`src/rtl/min_max_array_feeder.sv`:
```
// Feeder for the 16-entry min/max finder: loads a block from a valid/ready
// stream, kicks the finder, checks its answer against a running reference.
//
// Ports:
//   Clk, Reset                 clock, async active-high reset
//   In_Data/In_Valid/In_Ready  input byte stream
//   Rd_Addr/Rd_Data            combinational array read port for the finder
//   Start                      one-cycle kick to the finder
//   Fnd_Done/Fnd_Max/Fnd_Min   finder status and results
//   Res_Max/Res_Min/Res_Valid  captured result, held until Res_Ack
//   Res_Ack                    result consumed
//   Mismatch                   finder result differs from the reference
//   Err                        finder timed out
//   Busy                       not idle
module min_max_array_feeder #(
    parameter int N_WORDS = 16,
    parameter int WIDTH   = 8,
    parameter int TIMEOUT = 64
) (
    input  logic                       Clk,
    input  logic                       Reset,
    input  logic [WIDTH-1:0]           In_Data,
    input  logic                       In_Valid,
    output logic                       In_Ready,
    input  logic [$clog2(N_WORDS)-1:0] Rd_Addr,
    output logic [WIDTH-1:0]           Rd_Data,
    output logic                       Start,
    input  logic                       Fnd_Done,
    input  logic [WIDTH-1:0]           Fnd_Max,
    input  logic [WIDTH-1:0]           Fnd_Min,
    output logic [WIDTH-1:0]           Res_Max,
    output logic [WIDTH-1:0]           Res_Min,
    output logic                       Res_Valid,
    input  logic                       Res_Ack,
    output logic                       Mismatch,
    output logic                       Err,
    output logic                       Busy
);

    localparam int AW = $clog2(N_WORDS);
    localparam int TW = $clog2(TIMEOUT) + 1;

    typedef enum logic [4:0] {
        S_IDLE  = 5'b00001,
        S_FILL  = 5'b00010,
        S_START = 5'b00100,
        S_WAIT  = 5'b01000,
        S_HOLD  = 5'b10000
    } state_t;

    state_t            state_q, state_d;
    logic [AW-1:0]     wp_q, wp_d;
    logic [TW-1:0]     tc_q, tc_d;
    logic [WIDTH-1:0]  ref_max_q, ref_max_d;
    logic [WIDTH-1:0]  ref_min_q, ref_min_d;
    logic [WIDTH-1:0]  res_max_q, res_max_d;
    logic [WIDTH-1:0]  res_min_q, res_min_d;
    logic              res_valid_q, res_valid_d;
    logic              mismatch_q, mismatch_d;
    logic              err_q, err_d;
    logic              wr_en;
    logic              in_ready;
    logic              start;

    logic [WIDTH-1:0]  mem_q [N_WORDS];

    always_comb begin
        state_d     = state_q;
        wp_d        = wp_q;
        tc_d        = tc_q;
        ref_max_d   = ref_max_q;
        ref_min_d   = ref_min_q;
        res_max_d   = res_max_q;
        res_min_d   = res_min_q;
        res_valid_d = res_valid_q;
        mismatch_d  = mismatch_q;
        err_d       = err_q;
        wr_en       = 1'b0;
        in_ready    = 1'b0;
        start       = 1'b0;
        unique case (state_q)
            S_IDLE: begin
                in_ready = 1'b1;
                if (In_Valid) begin
                    wr_en      = 1'b1;
                    ref_max_d  = In_Data;
                    ref_min_d  = In_Data;
                    wp_d       = AW'(1);
                    mismatch_d = 1'b0;
                    err_d      = 1'b0;
                    state_d    = S_FILL;
                end
            end
            S_FILL: begin
                in_ready = 1'b1;
                if (In_Valid) begin
                    wr_en = 1'b1;
                    if (In_Data > ref_max_q) ref_max_d = In_Data;
                    if (In_Data < ref_min_q) ref_min_d = In_Data;
                    // pointer wraps to 0 naturally on the last beat
                    wp_d = wp_q + AW'(1);
                    if (wp_q == AW'(N_WORDS - 1)) state_d = S_START;
                end
            end
            S_START: begin
                start   = 1'b1;
                tc_d    = '0;
                state_d = S_WAIT;
            end
            S_WAIT: begin
                tc_d = tc_q + TW'(1);
                if (Fnd_Done) begin
                    res_max_d   = Fnd_Max;
                    res_min_d   = Fnd_Min;
                    mismatch_d  = (Fnd_Max != ref_max_q) ||
                                  (Fnd_Min != ref_min_q);
                    res_valid_d = 1'b1;
                    state_d     = S_HOLD;
                end else if (tc_q == TW'(TIMEOUT - 1)) begin
                    // finder gave up on us: report the reference instead
                    res_max_d   = ref_max_q;
                    res_min_d   = ref_min_q;
                    err_d       = 1'b1;
                    res_valid_d = 1'b1;
                    state_d     = S_HOLD;
                end
            end
            S_HOLD: begin
                if (Res_Ack) begin
                    res_valid_d = 1'b0;
                    state_d     = S_IDLE;
                end
            end
            default: state_d = S_IDLE;
        endcase
    end

    always_ff @(posedge Clk or posedge Reset) begin
        if (Reset) begin
            state_q     <= S_IDLE;
            wp_q        <= '0;
            tc_q        <= '0;
            ref_max_q   <= '0;
            ref_min_q   <= '0;
            res_max_q   <= '0;
            res_min_q   <= '0;
            res_valid_q <= 1'b0;
            mismatch_q  <= 1'b0;
            err_q       <= 1'b0;
        end else begin
            state_q     <= state_d;
            wp_q        <= wp_d;
            tc_q        <= tc_d;
            ref_max_q   <= ref_max_d;
            ref_min_q   <= ref_min_d;
            res_max_q   <= res_max_d;
            res_min_q   <= res_min_d;
            res_valid_q <= res_valid_d;
            mismatch_q  <= mismatch_d;
            err_q       <= err_d;
        end
    end

    // array contents are intentionally not reset
    always_ff @(posedge Clk) begin
        if (wr_en) mem_q[wp_q] <= In_Data;
    end

    assign Rd_Data   = mem_q[Rd_Addr];
    assign In_Ready  = in_ready;
    assign Start     = start;
    assign Res_Max   = res_max_q;
    assign Res_Min   = res_min_q;
    assign Res_Valid = res_valid_q;
    assign Mismatch  = mismatch_q;
    assign Err       = err_q;
    assign Busy      = (state_q != S_IDLE);

endmodule

```
`config.mk`:
```
export PLATFORM = sky130hd
export DESIGN_NAME = min_max_array_feeder
export DESIGN_NICKNAME = d
export VERILOG_FILES = /design/src/rtl/min_max_array_feeder.sv
export SDC_FILE = /design/constraint.sdc
export NUM_CORES = 1
export LEC_CHECK = 0
export ABC_AREA = 1
export CORE_MARGIN = 3
export CORE_UTILIZATION = 30
export CTS_CLUSTER_SIZE = 12
export DETAILED_ROUTE_END_ITERATION = 10
export GPL_TIMING_DRIVEN = 0
export PLACE_DENSITY = 0.46
export REMOVE_ABC_BUFFERS = 1
export SYNTH_ARGS = -nofsm -noshare
export SYNTH_HDL_FRONTEND = slang
export SYNTH_SLANG_ARGS = --single-unit
```
`constraint.sdc`:
```
create_clock -name Clk -period 2.4 [get_ports Clk]
set_input_delay 0.6 -clock Clk [delete_from_list [all_inputs] [get_ports Clk]]
set_output_delay 0.6 -clock Clk [all_outputs]
set_load 0.01 [all_outputs]
```
# Word level (Yosys, flattened, before mapping)
# Memory sizes are Yosys's and may differ from the RTL's.
# Index checks and enable logic that the tools add are counted.
# totals
regBits	51
mem_bits_rw	128
inputBits	33
output_inout_bits	30
mem_count	1
# mem_list
memory	depth	word_bits	read_ports	rd_clocked_by_memory_dff	wr	line_no	rtl
mem_q	16	8	1	0	1	65	logic [WIDTH-1:0] mem_q [N_WORDS];
# classes
n_addsub	2
order_cmp	2
eq_ne	20
muxes	37
n_reduce_logical	15
# ops
operator	n
$mux 8	9
$pmux 8 s2	2
$mux 5	6
$pmux 5 s5	1
$ne 2x2->1 const B	9
$ne 8x8->1	2
$pmux 7 s2	1
$mux 1	12
$reduce_and 4->1	3
$reduce_bool 2->1	5
$reduce_and 3->1	3
$gt 8x8->1	1
$lt 8x8->1	1
$mux 4	2
$pmux 4 s2	1
$add 7x1->7 const B	1
$eq 7x6->1 const B	1
$pmux 1 s2	3
$eq 5x1->1 const B	1
$eq 5x2->1 const B	1
$eq 5x3->1 const B	1
$eq 5x4->1 const B	1
$eq 5x5->1 const B	1
$ne 5x1->1 const B	1
7 further kinds	7

# Longest topological paths before layout
# Gate-level depths: netlist of the first run.
# depth
word_depth	5
mapped_depth	13

# Least setup slack after synthesis of the first run
# OpenSTA, ideal clock, no wires.
# synth_timing
path_kind	input -> output
from	input port Rd_Addr[0]
to	output port Rd_Data[0]
arrival_ns	1.479
required_time_ns	1.800
path_slack_ns	0.321
cell_stages	7
n_path_buf	3
path_cell_list	buf_2 -> buf_2 -> buf_2 -> o211ai_1 -> nand3_1 -> nand3_1 -> nand2_1
# synth_via
elab_chain_len	1
# synth_rtl
element	line_no	rtl
start, declared	25	input logic [$clog2(N_WORDS)-1:0] Rd_Addr,
$mem_v2 16x8	-	
end, declared	26	output logic [WIDTH-1:0] Rd_Data,
# Every way passes these cells.

# Worst setup path after layout of the first run
# layout_timing
from	register state_q[0]
to	output port Busy
# layout_via
elab_chain_len	1
# layout_rtl
element	line_no	rtl
start, declared	51	state_t state_q, state_d;
start signal, assigned	151	state_q <= state_d;
$ne 5x1->1	177	assign Busy = (state_q != S_IDLE);
end, declared	37	output logic Busy
# Every way passes these cells.

==> results of run 1 <==
[cells by family after synthesis]
| kind of cell | count (synthesis) | share of synthesized area, % |
|---|---|---|
| and+or+nand+nor | 296 | 16.2 |
| DFF | 179 | 61.8 |
| AOI/OAI and AO/OA | 151 | 10.2 |
| buffers and inverters | 144 | 6.77 |
| adders and majority gates | 20 | 3.02 |
| xor gates and xnor gates | 17 | 1.80 |
| muxes | 2 | 0.242 |
[final timing paths]
| kind | start | end | slack [ps] | cells past startpoint |
|---|---|---|---|---|
| setup / recovery | state_q[0] | Busy | 50 | 4 |
| hold / removal | tc_q[6] | tc_q[6] | 470 | 1 |
| setup reg to reg | state_q[0] | mem_q[12][2] | 140 | 8 |
| hold reg to reg | tc_q[6] | tc_q[6] | 470 | 1 |
| max in group asynchronous | Reset | state_q[0] | 1230 | 3 |
| min in group asynchronous | Reset | Res_Min[7] | 540 | 2 |
[cells in the final DEF (no fill, tap or decap), types with 12 or more instances in the layout]
| cell type | n |
|---|---|
| nand2_1 | 161 |
| edfxtp_1 | 128 |
| inv_1 | 101 |
| nand3_1 | 68 |
| o21ai_0 | 67 |
| dfrtp_1 | 49 |
| a21oi_1 | 44 |
| clkdlybuf4s50_1 | 40 |
| o211ai_1 | 32 |
| nor2_1 | 26 |
| ha_1 | 20 |
| clkbuf_16 | 18 |
| nor2_2 | 14 |
| clkbuf_2 | 14 |
| xnor2_1 | 12 |
[stage by stage]
step,utilization (%),setup WS [ps],TNS [ps],area (um2),instances
finish,37.5,53.3,0,10100,1230
global route,37.5,0.567,0,10100,1230
CTS,37.3,-24.6,-95.5,10100,1222
detailed placement,34.2,-1430,-68320,9240,1181
global placement,34.0,-3830,-118180,9180,1178
floorplan,-,473,0,8130,775
[worst register-to-register path, delay by kind of cell (launching register included)]
kind / cells / cell delay (ps)
buf+inv: 2 / 200
flops: 1 / 590
simple gates: 6 / 1110
[final cells by class]
cell class | instances | area share, %
Clock buffer | 17 | 4.20
Timing Repair Buffer | 81 | 9.20
Multi-Input combinational cell | 486 | 26.2
Inverter | 110 | 4.15
Sequential cell | 179 | 50.5
Tap cell | 341 | 4.21
Clock inverter | 15 | 1.42
Timing Repair inverter | 1 | 0.0494
[layer usage]
metal,share of wire [%],GRT usage (%)
met1,48,20.9
met2,45,22.9
met3,5.1,2.97
met4,2.1,5.14
met5,0,0
[registers in the layout, summed over array words and instances (netlist names)]
signal,count
Err,1
Mismatch,1
Res_Max,8
Res_Min,8
Res_Valid,1
mem_q,128
ref_max_q,8
ref_min_q,8
state_q,5
tc_q,7
wp_q,4
[repair_timing]
action                                  4_1_cts  5_1_grt
gates resized for setup                      57       38
pin swaps                                    14       12
setup buffers                                 2        6
cloned                                        7        2
endpoints found under the setup margin       74       82
endpoints found under the hold margin         0        0
[report_power, final]
part | switching, mW | internal, mW | total, mW
registers | 0.310 | 3.76 | 4.07
logic | 1.43 | 1.04 | 2.47
clock network | 1.34 | 1.38 | 2.72
==> results.cfg, run 1 <==
[cts]
max-clock-path-buffers = 2
cts_num_sinks = 179
hold_buffers = 0
cts_tree = done
htree_levels = 4
clk_pin_slew_ps = 70
clk_latency_ps = 440
cts_buffers = 17
cts_root_buf = clkbuf_16

[timing]
max-slew-margin-rel_pct = 37.0
slew_violations = 0
hold_viol = 0
finClkSkew_ps = 9.58
worstMarginPinSlew_ps = 942
grt_setup_unrepaired = false
holdWs_ps = 471
period_share_pct = 97.8
max_freq_mhz = 426
final-setup-viol-count = 0
fin_crit_ps = 2350

[worst_setup_path]
cp-end-kind = primary output
max_stage_delay_ps = 590
cp.required_ps = 1800
path_delay_family = flip-flops
crit_path_max_fanout = 3
crit_slowest_cell = dfstp_2
crit_type = reg2out
cp.arrival_ps = 1750
crit_buf_inv = 2
critPathLaunchType = flip-flop
worstPathCellList = inv_2 > nor2_4 > nand3_4 > clkdlybuf4s50_1

[routing]
ant_nets = 0
wl_per_cell_um = 17.0
initialDrtViolationCount = 420
firstDrtPassIters = 4
drt-vias-per-instance = 4.58
vias = 5630
wl_um = 21000
drc = 0

[global_routing]
antenna_found_initial = 0
track_usage_pct = 14.8
grt_first_pass_wirelength_um = 33200
grt_pass1_vias = 5759
grt_max_degree = 35
grt-ovfl-total = 0

[status]
status = finished clean

[synthesis]
post-synth-top-count-cell = nand2_1
synth_edf_count = 128
yosysTopAreaCell = edfxtp_1
ys_warn_count = 0
synth_area_um2 = 8280
synthArstFlopShare_pct = 28.5
synth_top_area_share_pct = 46.4
ys_ff_latch = 179
yosysUniqueCellTypes = 32
synth_ff_type = edfxtp_1
synth_area_leaders = edfxtp_1 46%, dfrtp_1 15%, nand2_1 7.3%, inv_1 4.8%, nand3_1 4.4%
synth_cells = 809
ys_seq_area_share_pct = 61.8
synth.cells.most_frequent = 161 x nand2_1, 128 x edfxtp_1, 106 x inv_1
syn_avg_cell_area_um2 = 10.2

[power_and_ir_drop]
p_leak_nw = 4.17
power_density_nw_per_um2 = 914
p_total_mw = 9.26
ir_drop_uv = 410

[placement]
gp_congestion = 0.784
portBuffers = 62
place_hpwl_um = 12400

[finish]
nNetsFinal = 929
fill_cells = 2673
diodes = 0
synthToLayoutAreaGrowth_pct = 22.4
register_area_um2 = 5120
multi_input_area_um2 = 2660
drive_above_1_share_pct = 12.7

[flow_run]
maxCapViolCount = 0

[floorplanning]
die_h_um = 172
die_area_um2 = 29600
die_w_um = 172
fp-row-count = 60
start_util_pct = 30.6
io_pins = 63
core_region_area_um2 = 27000

[hold_path]
hold_class = reg2reg
(Power assumes the default switching activity.)
==> run 2: changes to the inputs <==
--- a/config.mk
+++ b/config.mk
@@ -13,6 +13,7 @@
 export GPL_TIMING_DRIVEN = 0
 export PLACE_DENSITY = 0.46
 export REMOVE_ABC_BUFFERS = 1
+export SKIP_CTS_REPAIR_TIMING = 1
 export SYNTH_ARGS = -nofsm -noshare
 export SYNTH_HDL_FRONTEND = slang
 export SYNTH_SLANG_ARGS = --single-unit
==> results.cfg, run 2 (synthesis gave the netlist of run 1 again) <==
[finish]
fill_cells = 2677
nNetsFinal = 933
multi_input_area_um2 = 2670
instances_no_fill = 1234
most-common-layout-cells = 158 x nand2_1, 128 x edfxtp_1, 101 x inv_1
synthToLayoutAreaGrowth_pct = 22.5
final_common_cell = nand2_1
largest_reg_flops = 128
drive_above_1_share_pct = 13.0
diodes = 0
top_register = mem_q
register_area_um2 = 5120

[routing]
drc = 0
wl_um = 20900
wl_per_cell_um = 17.0
initialDrtViolationCount = 439
ant_nets = 0
drt-vias-per-instance = 4.61
vias = 5690
firstDrtPassIters = 5

[flow_run]
maxCapViolCount = 0

[worst_setup_path]
critPathLaunchType = primary input
cp.arrival_ps = 1780
cp-end-kind = primary output
ff2ff_path_depth = 8
rrSetupSlack_ps = 160
crit_path_max_fanout = 29
r2r_start = state_q[0]
crit_type = in2out
cp.required_ps = 1800
r2r_end = mem_q[14][6]
startpoint = Rd_Addr[0]

[cts]
clk_pin_slew_ps = 70
max-clock-path-buffers = 2
cts_buffers = 17
clk_latency_ps = 440
htree_levels = 4
cts_tree = done
cts_num_sinks = 179
cts_root_buf = clkbuf_16

[floorplanning]
io_pins = 63
core_region_area_um2 = 27000
die_h_um = 172
start_util_pct = 30.6
die_area_um2 = 29600
die_w_um = 172
fp-row-count = 60

[hold_path]
worstHoldStart = tc_q[6]
hold_class = reg2reg
holdPathEnd = tc_q[6]
whs_path_depth = 1

[timing]
worstMarginPinSlew_ps = 957
finClkSkew_ps = 9.83
period_share_pct = 99.1
max_freq_mhz = 421
fin_crit_ps = 2380
grt_setup_unrepaired = true
final-setup-viol-count = 0
slew_violations = 0
max-slew-margin-rel_pct = 36.1
hold_viol = 0

[placement]
dp_cells = 1181
portBuffers = 62
place_hpwl_um = 12400
gp_congestion = 0.784

[power_and_ir_drop]
p_total_mw = 9.25
power_density_nw_per_um2 = 911
ir_drop_uv = 417
p_leak_nw = 4.22

[global_routing]
grt_first_pass_wirelength_um = 31300
antenna_found_initial = 0
track_usage_pct = 13.9
grt_pass1_vias = 5570
grt_max_degree = 75
grt-ovfl-total = 0

[status]
status = finished clean
run 2: cell count changes in the layout (fill, tap and decap cells not counted), sizes merged:
cell	change
clkbuf	-3
buf	+4
dlygate4sd2	-2
dlymetal6s2s	+8
clkdlybuf4s15	-1
bufbuf	-2
run 2: layout make-up:
cell class	count	area share, %
Sequential cell	179	50.5
Multi-Input combinational cell	486	26.3
Timing Repair Buffer	85	9.21
Tap cell	341	4.21
Clock buffer	17	4.19
Inverter	110	4.14
Clock inverter	15	1.42
Timing Repair inverter	1	0.0493
run 2: power by group:
group | switching, mW | total, mW | internal, mW
registers | 0.310 | 4.07 | 3.76
clock network | 1.34 | 2.72 | 1.38
logic | 1.43 | 2.46 | 1.03
run 2: stage by stage:
stage	hold slack (ps)	setup WS [ps]	setup TNS (ps)	area [um2]	util [%]
6_report	472	22.3	0	10100	37.5
5_1_grt	526	-31.4	-61.2	10100	37.5
4_1_cts	476	-1440	-17830	9810	36.3
3_5_place_dp	462	-1430	-68320	9240	34.2
3_3_place_gp	462	-3830	-118180	9180	34.0
2_1_floorplan	441	473	0	8130	-
run 2: critical path, cell delays in order:
cell	delay (ps)
buf_16	150
clkbuf_16	180
buf_12	120
a21oi_1	110
o21ai_0	90
nand3_1	130
nand3_1	140
nand2_1	90
clkbuf_2	140
run 2: routing by layer:
layer	up-vias	part of all wire (%)	global-route usage, %	wire [um]
li1	2883	-	-	-
met1	2650	49	20.0	10300
met2	135	45	21.2	9380
met3	22	4.5	2.72	945
met4	0	1.6	4.30	330
met5	-	0	0	0
run 2: worst max path at each step:
stage | to | slack [ps]
after CTS | Rd_Data[2] | -1440
after global placement | Rd_Data[5] | -3830
after floorplan | mem_q[4][0] | 470
after global routing | Rd_Data[2] | -30
after detailed placement | Rd_Data[2] | -1430
final | Rd_Data[5] | 20
==> patch 1, RTL diff (settings of run 1) <==
The parameter `TIMEOUT` goes from 64 to 128.
--- a/src/rtl/min_max_array_feeder.sv
+++ b/src/rtl/min_max_array_feeder.sv
@@ -15,7 +15,7 @@
 module min_max_array_feeder #(
     parameter int N_WORDS = 16,
     parameter int WIDTH   = 8,
-    parameter int TIMEOUT = 64
+    parameter int TIMEOUT = 128
 ) (
     input  logic                       Clk,
     input  logic                       Reset,
Check against the original RTL: same outputs for any inputs over 4 cycles, from zero or initial values and one cycle with Reset high; that may be too few to reach the edited logic, so the function may still have changed.
==> patch 1 against run 1 <==
The run now ends with negative setup slack left. Setup slack worse by 0.077 ns. First-iteration DRC count down 17%. Wire length up 0.80%. Maximum frequency down 3.2%. Count of clock-buffer cells in the layout up 2. Total power up 1.5%. Area after synthesis up 1.1%. Design area up 2.1%. Sequential cell count up 1. Register-to-register slack about the same. Global-route usage down 0.60 points. Critical path type unchanged.
==> patch 1: results <==
group,metric,value,unit
global_routing,antenna_found_initial,1,
synth,ys_seq_area_frac,0.614,
critical_path,slowest_stage,"clkdlybuf4s50_1",
placed_design,io_buffers,62,
finish,fillCellCount,2763,
route,vias,5733,
placed_design,dpl_worst_slack,-1.61,ns
timing,fin_skew,0.0122,ns
status,violations,"negative setup slack",
worst_hold_path,hp-class,"reg2reg",
power_and_ir_drop,ir_worst_vdd,0.000518,V
route,initialDrtViolationCount,350,
finish,nNetsFinal,931,
critical_path,rrSetupSlack,0.14,ns
synth,synth_mux_area_frac,0.00119,
placed_design,place_congestion,0.730,
global_routing,grt_usage,0.142,
synth,yosys.area_share.adder,0.0299,
critical_path,crit_path_max_incr_delay,0.53,ns
timing,worst_pin_slew,0.910,ns
worst_hold_path,hold_depth,2,
worst_hold_path,min_from,"Res_Max[4]$_DFFE_PP0P_",
timing,finalWorstSetupSlack,-0.0241,ns
finish,largest_reg_flops,128,
clocking,cts_buffer_depth,2,
timing,setup_viol,1,
synth,yosysUniqueCellTypes,33,
power_and_ir_drop,p_leak,0.00415,uW
synth,synth_compound_area_frac,0.106,
global_routing,grt_max_degree,45,
critical_path,crit_family,"buffers and inverters",
placed_design,placedInstanceArea,0.00938,mm2
synth,synth_area_leaders,"edfxtp_1, dfrtp_1, nand2_1",
placed_design,hpwl,13000,um
synth,synthFlopType,"edfxtp_1",
global_routing,grt_pass1_wl,33400,um
timing,tns,-0.0241,ns
route,wl_per_cell,16.7,um
worst_hold_path,hold_end,"Res_Max[4]$_DFFE_PP0P_",
synth,synth_xor_xnor_area_share,0.0178,
clocking,clk_pin_slew,0.07,ns
status,status,"finished with violations",
synth,synth.top_cells.by_count,"nand2_1, edfxtp_1, inv_1",
synth,async_reset_ff_frac,0.289,
finish,drive_gt1_frac,0.125,
critical_path,reg2reg_to,"mem_q[7][0]$_DFFE_PP_",
critical_path,worst_ep_arrival_time,1.82,ns
global_routing,grt_pass1_vias,5760,
patch 1: through the flow:
stage	cells	hold WS (ns)
after CTS	1262	0.495
after global routing	1264	0.514
after floorplan	785	0.471
after global placement	1219	0.474
final	1264	0.489
after detailed placement	1222	0.473
patch 1: power breakdown:
part	total, uW	switching [uW]	internal [uW]
clock	2820	1260	1560
combinational	2530	1500	1030
sequential	4050	288	3760
total	9400	3050	6350
patch 1: worst max-delay path by stage:
stage,from,to,cells after the start
2_1_floorplan,state_q[0]$_DFFE_PP1P_,mem_q[3][0]$_DFFE_PP_,8
3_3_place_gp,Rd_Addr[0],Rd_Data[5],6
3_5_place_dp,Rd_Addr[2],Rd_Data[6],6
4_1_cts,state_q[1]$_DFFE_PP0P_,Start,4
5_1_grt,state_q[1]$_DFFE_PP0P_,Start,4
6_report,state_q[1]$_DFFE_PP0P_,Start,4
patch 1: per-layer routing:
metal  wire, um  vias to the layer above  global-route usage
met5          0                        -                   0
met4        222                        0              0.0284
met2       9920                      105               0.233
met1      10100                     2718               0.196
li1           -                     2893                   -
met3        841                       17              0.0303
patch 1: timing repair:
action | CTS | global route
buffers inserted | 3 | 0
endpoints found under the setup margin | 155 | 153
pin swaps | 9 | 3
gates resized for setup | 83 | 30
cloned | 5 | 1
patch 1: layout make-up:
class	instances	area (um2)	area share
Timing Repair Buffer	74	885	0.0855
Tap cell	372	465	0.0450
Antenna cell	1	2.50	0.000242
Multi-Input combinational cell	491	2830	0.274
Clock buffer	19	433	0.0418
Clock inverter	13	148	0.0143
Sequential cell	180	5150	0.497
Inverter	114	437	0.0422
patch 1: worst reg2reg max path, stage by stage, from the launching register on:
cell     delay, ns
dfstp_2       0.55
inv_1         0.07
nor2_4        0.15
nand3_4       0.11
nand2_4       0.11
nand2_4       0.09
inv_1         0.17
nand2_1       0.30
nor2_4        0.37
patch 1: kinds of logic after synthesis:
family / after synthesis
fa+ha+maj: 20
buf+inv: 147
compound gates: 154
mux: 1
flops: 180
xor+xnor: 17
simple gates: 299
==> patch 2, RTL diff (flow settings as in run 1) <==
Without the edit above. Take the reset off `wp_q`, `tc_q`, `res_max_q` and `res_min_q` and load them in a clocked block of their own.
--- a/src/rtl/min_max_array_feeder.sv
+++ b/src/rtl/min_max_array_feeder.sv
@@ -138,27 +138,26 @@
     always_ff @(posedge Clk or posedge Reset) begin
         if (Reset) begin
             state_q     <= S_IDLE;
-            wp_q        <= '0;
-            tc_q        <= '0;
             ref_max_q   <= '0;
             ref_min_q   <= '0;
-            res_max_q   <= '0;
-            res_min_q   <= '0;
             res_valid_q <= 1'b0;
             mismatch_q  <= 1'b0;
             err_q       <= 1'b0;
         end else begin
             state_q     <= state_d;
-            wp_q        <= wp_d;
-            tc_q        <= tc_d;
             ref_max_q   <= ref_max_d;
             ref_min_q   <= ref_min_d;
-            res_max_q   <= res_max_d;
-            res_min_q   <= res_min_d;
             res_valid_q <= res_valid_d;
             mismatch_q  <= mismatch_d;
             err_q       <= err_d;
         end
+    end
+
+    always_ff @(posedge Clk) begin
+        wp_q      <= wp_d;
+        tc_q      <= tc_d;
+        res_max_q <= res_max_d;
+        res_min_q <= res_min_d;
     end
 
     // array contents are intentionally not reset
Formal check against the unedited RTL: not equivalent (a bounded check fails within 4 cycles, from zero or initial values and one cycle with Reset high).
==> patch 2 against run 1 <==
The run now ends with negative setup slack left. Die area down 3.8%. Area after synthesis down 3.9%. Clock skew up 0.0037 ns. Total power down 3.4%. Wire length up 2.6%. Setup slack worse by 0.15 ns. Design area down 0.30%. Worst hold slack better by 0.023 ns. Sequential cell count unchanged.
==> patch 2: results <==
group,metric,value,unit
status,violations,"negative setup slack",
timing,fin_hold_ws,0.494,ns
global_routing,grt_usage,0.154,
status,status,"finished with violations",
clocking,post-cts-setup-buffer-count,13,
worst_hold_path,min_from,"ref_min_q[2]$_DFFE_PP0P_",
power_and_ir_drop,ir_worst_vdd,0.000464,V
finish,drive_gt1_frac,0.155,
global_routing,met1_usage,0.202,
critical_path,reg2regPathDepth,6,
critical_path,rrSetupSlack,-0.01,ns
route,drt_first_pass_iters,5,
route,wl_per_cell,18.6,um
synth,yosysUniqueCellTypes,30,
timing,fin_skew,0.0133,ns
global_routing,use_met3,0.0332,
power_and_ir_drop,p_int,6050,uW
global_routing,grt_pass1_vias,5736,
synth,synth_edf_count,155,
route,viasPerCell,4.92,
critical_path,rr_startpoint,"state_q[2]$_DFFE_PP0P_",
clocking,cts_repair_resize_count,165,
timing,finalWorstSetupSlack,-0.0997,ns
critical_path,crit_path_max_incr_delay,0.18,ns
route,initialDrtViolationCount,386,
worst_hold_path,hold_depth,2,
global_routing,grt_pass1_wl,33000,um
route,met2WireLength,10600,um
power_and_ir_drop,seqPwrFrac,0.447,
synth,ys_seq_area_frac,0.661,
placed_design,dpl_worst_slack,-1.60,ns
finish,nNetsFinal,865,
synth,synth.top_cells.by_count,"edfxtp_1, nor2_1, nand2_1",
timing,setup_viol,16,
finish,fillCellCount,2469,
synth,synth_area_leaders,"edfxtp_1, dfrtp_1, nor2_1",
route,met3_length,1000,um
worst_hold_path,hold_end,"ref_min_q[2]$_DFFE_PP0P_",
timing,worst_pin_slew,0.985,ns
global_routing,met2_usage,0.260,
critical_path,crit_fanout,8,
critical_path,slowest_stage,"nand3_1",
power_and_ir_drop,p_leak,0.00377,uW
-- patch 2: cell count changes in the layout (fill, tap and decap cells not counted), sizes merged, moves of 27 or more --
cell / change
a21oi: -33
inv: -50
nand2: -52
nand3: -42
nor2: +90
edfxtp: +27
dfrtp: -27
-- patch 2: cell type report --
cell class	instances	share of cell area
Sequential cell	179	0.520
Timing Repair Buffer	83	0.0941
Clock inverter	15	0.0141
Tap cell	330	0.0409
Multi-Input combinational cell	472	0.259
Timing Repair inverter	4	0.00669
Inverter	55	0.0224
Clock buffer	17	0.0421
-- patch 2: worst max-delay path by stage --
stage / from / slack [ns] / to / cells after the start
global placement: Rd_Addr[0] / -3.64 / Rd_Data[6] / 9
floorplan: state_q[3]$_DFFE_PP0P_ / 0.02 / mem_q[0][0]$_DFFE_PP_ / 5
global route: Rd_Addr[0] / -0.17 / Rd_Data[1] / 11
finish: Rd_Addr[0] / -0.1 / Rd_Data[0] / 11
CTS: Rd_Addr[0] / -0.07 / Rd_Data[0] / 11
detailed placement: Rd_Addr[0] / -1.60 / Rd_Data[3] / 10
-- patch 2: through the flow --
step | area, um2 | std cells
5_1_grt | 10100 | 1155
4_1_cts | 10000 | 1153
3_5_place_dp | 8900 | 1099
2_1_floorplan | 7830 | 705
3_3_place_gp | 8870 | 1097
6_report | 10100 | 1155
-- patch 2: worst register-to-register path, stage by stage, from the launching register on --
cell and delay [ns]:
dfrtp_1 0.43, nor2_4 0.13, buf_4 0.14, nand4_4 0.13, a21boi_4 0.42, nand2_1 0.44, nor2_4 0.40
-- patch 2: cell families after synthesis --
family	synth area share
flip-flops	0.661
AND/OR/NAND/NOR	0.150
XOR/XNOR	0.0165
adder cells (fa/ha/maj)	0.0314
AO/OA/AOI/OAI	0.0997
buffers and inverters	0.0417
